`config.mk`:
```
export PLATFORM = sky130hd
export DESIGN_NAME = booth_mac_ctrl
export DESIGN_NICKNAME = d
export VERILOG_FILES = /design/src/rtl/booth_mac_ctrl.sv
export SDC_FILE = /design/constraint.sdc
export NUM_CORES = 1
export LEC_CHECK = 0
export BUFFER_PORTS_ARGS = -buffer_cell sky130_fd_sc_hd__buf_2
export CAP_MARGIN = 20
export CORE_MARGIN = 2
export CORE_UTILIZATION = 35
export DETAILED_ROUTE_END_ITERATION = 10
export SLEW_MARGIN = 20
export SYNTH_ARGS = -nofsm -noshare
export SYNTH_HDL_FRONTEND = slang
export SYNTH_SLANG_ARGS = --single-unit
```
`constraint.sdc`:
```
create_clock -name clk -period 4.6 [get_ports clk]
set_input_delay 1.38 -clock clk [delete_from_list [all_inputs] [get_ports clk]]
set_output_delay 1.38 -clock clk [all_outputs]
set_load 0.01 [all_outputs]
```
`src/rtl/booth_mac_ctrl.sv`:
```
// booth_mac_ctrl: feeds a burst of signed operand pairs to a fixed-latency multiplier and accumulates the products
module booth_mac_ctrl #(
  parameter int LAT = 6,
  parameter int ACC_W = 12
) (
  input  logic             clk,
  input  logic             rst_n,
  input  logic             go,
  input  logic [3:0]       len,
  input  logic             in_valid,
  input  logic [3:0]       in_a,
  input  logic [3:0]       in_b,
  output logic             in_ready,
  output logic             mul_start,
  output logic [3:0]       mul_a,
  output logic [3:0]       mul_b,
  input  logic [7:0]       mul_p,
  output logic [ACC_W-1:0] acc,
  output logic             busy,
  output logic             done
);
  typedef enum logic [2:0] {IDLE, FETCH, START, WAIT, DONE} state_t;
  state_t state, state_nx;
  logic [3:0] rem, cnt;
  logic [ACC_W-1:0] p_ext;
  assign p_ext = ACC_W'($signed(mul_p));
  assign in_ready = state == FETCH;
  assign mul_start = state == START;
  assign busy = state != IDLE;
  assign done = state == DONE;
  always_comb begin
    state_nx = state;
    case (state)
      IDLE:  state_nx = go ? (len == 4'd0 ? DONE : FETCH) : IDLE;
      FETCH: state_nx = in_valid ? START : FETCH;
      START: state_nx = WAIT;
      WAIT:  state_nx = cnt != 4'd0 ? WAIT : (rem == 4'd1 ? DONE : FETCH);
      default: state_nx = IDLE;
    endcase
  end
  always_ff @(posedge clk or negedge rst_n) begin
    if (!rst_n) begin
      state <= IDLE;
      rem <= '0;
      cnt <= '0;
      acc <= '0;
      mul_a <= '0;
      mul_b <= '0;
    end else begin
      state <= state_nx;
      case (state)
        IDLE: if (go) begin
          rem <= len;
          acc <= '0;
        end
        FETCH: if (in_valid) begin
          mul_a <= in_a;
          mul_b <= in_b;
        end
        START: cnt <= 4'(LAT - 1);
        // cnt==0 marks the cycle in which the multiplier's product is valid
        WAIT: if (cnt != 4'd0) cnt <= cnt - 4'd1;
        else begin
          acc <= acc + p_ext;
          rem <= rem - 4'd1;
        end
        default: ;
      endcase
    end
  end
endmodule

```
==> results by group <==
Floorplan
  – Die area: approximately 6000 sq um
  – Initial Util: a little over a third
  – Die height: 77.0 microns
  – Number of core rows: 26
  – # IOs: 48
  – Core footprint: 5140 sq um
  – DIE WIDTH: roughly 77 microns

Yosys
  – Post-synth top area share: 41.6%
  – Top area cells in the synthesized netlist: dfrtp_1 (42%), ha_1 (10%), o21ai_0 (5.9%)
  – Seq/Total Area, Yosys: about 42%
  – Post-synthesis adder-cell area fraction: around 11%
  – Largest family of logic cells by synthesized area: compound AO/OA/AOI/OAI gates
  – Synth warn: 0
  – Synth Area in XOR/XNOR: approximately 4.7%
  – Syn Inst Count: 190
  – Synthesized Nets: 230
  – Top cell type by total area after synthesis: dfrtp_1
  – #FFs+latches synth: 31
  – Mean Syn Cell Area: about 9.8 sq um
  – Mux cell area share after synthesis: under 10%
  – Synth cell types: 43
  – Synth Cell Area: 1870 sq um
  – Synth Area in Compound Gates: ~18%
  – EDFF count, synth: 0
  – Simple-Gate Fraction of Synth Area: roughly 17%
  – Prevailing post-synth register cell: dfrtp_1
  – Ys async rst share: between 90% and 100%

GRT
  – Largest net degree at the start of global routing: 32
  – Vias in the first global route: between 1000 and 1500
  – First-pass GRT wire length: ~6600 microns
  – Total GRT Usage: ~14%
  – Initial antenna violation count: 0
  – Grt ovf: 0

Setup path
  – Req. time, crit path: between 3 and 4 ns
  – Setup CP Type: flip-flop to primary output
  – Critical Path Source: state[1]
  – CP endpoint: mul_start
  – Reg2Reg Depth: 9
  – R2R setup slack: approximately 2.4 ns
  – Reg-to-reg endpoint: rem[0]
  – Peak fanout along the critical path: 8
  – Startpoint types: flip-flop
  – R2r startpoint: cnt[0]
  – CP Capture Type: primary output
  – Worst EP arrival: between 1.5 and 2 ns

Power
  – Max VDD drop: ~0.24 mV
  – Leakage: between 0.001 and 0.0015 uW
  – Overall Power: approximately 1400 uW
  – PD cells: between 600 and 700 nW/um^2

Routing
  – Initial DRC count: between 80 and 90
  – Number of iterations in the first detailed-routing pass: 4
  – WL/cell: 12.8 microns
  – Vias post-DR: between 1500 and 2000
  – Via density: slightly below 5
  – Drt drc: 0
  – Total Wirelength: between 3000 and 4000 microns
  – Final ANT Viol Nets: 0

STA
  – Worst Max-Slew Pin Slew: between 0.6 and 0.7 ns
  – Final period util: 63.1%
  – Fin crit period: 2.90 ns
  – Slew Limit Fails: 0
  – Skew final: 0.00637 ns
  – RSZ-0062 raised after global routing: false
  – Count of final hold-check violations: 0
  – Max-slew headroom: a little over half
  – Final setup fails: 0
  – Fmax: around 340 MHz
  – Setup TNS: 0 ns

Worst hold path
  – Worst hold path depth: 1
  – Worst min path class: flip-flop to flip-flop

Clock tree
  – CTS buffer count: 5
  – Maximum clock path buffer count: 2
  – Post_cts resized: 0
  – CTS root buf: clkbuf_8
  – TritonCTS clock tree: built
  – Clk slew on worst S/H paths: ~0.070 ns
  – CTS Hold Bufs: 0
  – Htree depth: 2
  – Post-CTS setup buffers: 0
  – Clock latency on the worst-skew pair: 0.28 ns
  – CTS Sinks: 31

Layout
  – Final core utilization: 44.5%
  – Fill count: 560
  – Layout cells sized above 1: between 20% and 30%
  – Final non-filler cell area: around 2300 sq um
  – Most frequent cells in the layout: buf_2 (47), dfrtp_1 (31), o21ai_0 (22)
  – Fin nets: 280
  – P&R area growth vs syn: 22.5%
  – Diode count: 0
  – Commonest non-fill, non-tap cell in the layout: buf_2

Place
  – Detailed placement HPWL: approximately 3000 microns
  – Placed cell area: roughly 2200 sq um
  – Routability Congestion: just over 0.8
  – Port bufs: 47

Flow run
  – Max Cap Viol: 0

Status
  – Status: finished, final reports clean
[where the power goes]
part	leakage (uW)	switching, uW	internal [uW]
clock	0.0000612	107	175
sequential	0.000393	90.3	383
combinational	0.000628	332	284
total	0.00108	530	842
[flip-flops by register name, summed over array words and instances, names as in the netlist]
name / count
mul_b: 4
acc: 12
state: 3
rem: 4
mul_a: 4
cnt: 4
[logic make-up (layout without fill, tap and decap cells)]
kind of cell / count (synthesis) / in the layout
and+or+nand+nor: 57 / 57
xor gates and xnor gates: 10 / 10
buffers and inverters: 14 / 65
muxes: 8 / 8
adders and majority gates: 16 / 16
AOI/OAI and AO/OA: 54 / 54
DFF: 31 / 31
[worst max-delay path, cell delays in order (launching register included)]
cell,delay [ns]
dfrtp_1,0.47
or3b_2,0.50
inv_1,0.12
buf_2,0.14
[layout make-up]
type | count | area, sq um | share of cell area (%)
flip-flops and latches | 31 | 776 | 33.9
clock inverters | 2 | 35.0 | 1.53
repair buffers | 48 | 243 | 10.6
clock buffers | 6 | 82.6 | 3.61
inverters | 9 | 33.8 | 1.48
multi-input cells | 145 | 1030 | 45.0
well taps | 70 | 87.6 | 3.83
[cell usage after synthesis (2+ instances only)]
master	number
a211oi_1	3
nand3_1	4
xnor2_1	6
ha_1	15
xor2_1	4
dfrtp_1	31
nor2_1	9
o211ai_1	2
nor4_1	2
nand2b_1	4
a21o_1	2
nor3_1	4
nand4_1	3
o21ai_0	22
buf_4	2
inv_1	9
a21oi_1	14
nand2_1	17
a22o_1	2
mux2_2	8
clkbuf_1	2
nor3b_1	4
[metal layers]
layer / track usage, % / share of wire, % / up-vias
met5: 0 / 0 / -
met4: 4.29 / 0.85 / 0
met3: 3.06 / 2.5 / 2
met2: 21.1 / 48 / 18
met1: 19.4 / 49 / 723
li1: - / - / 789
[through the flow]
stage	worst slack, ns	hold WS [ns]	std cells
final	1.70	0.505	311
after global routing	1.58	0.519	311
after CTS	1.69	0.508	311
after detailed placement	1.46	0.491	303
after global placement	1.51	0.486	303
after floorplan	1.74	0.469	190
[worst min-delay path by stage]
stage / from / endpoint
CTS: mul_b[1] / mul_b[1]
global route: mul_a[0] / mul_a[0]
detailed placement: mul_b[1] / mul_b[1]
finish: mul_b[1] / mul_b[1]
global placement: mul_a[1] / mul_a[1]
floorplan: cnt[0] / cnt[0]
(Power assumes the default switching activity.)
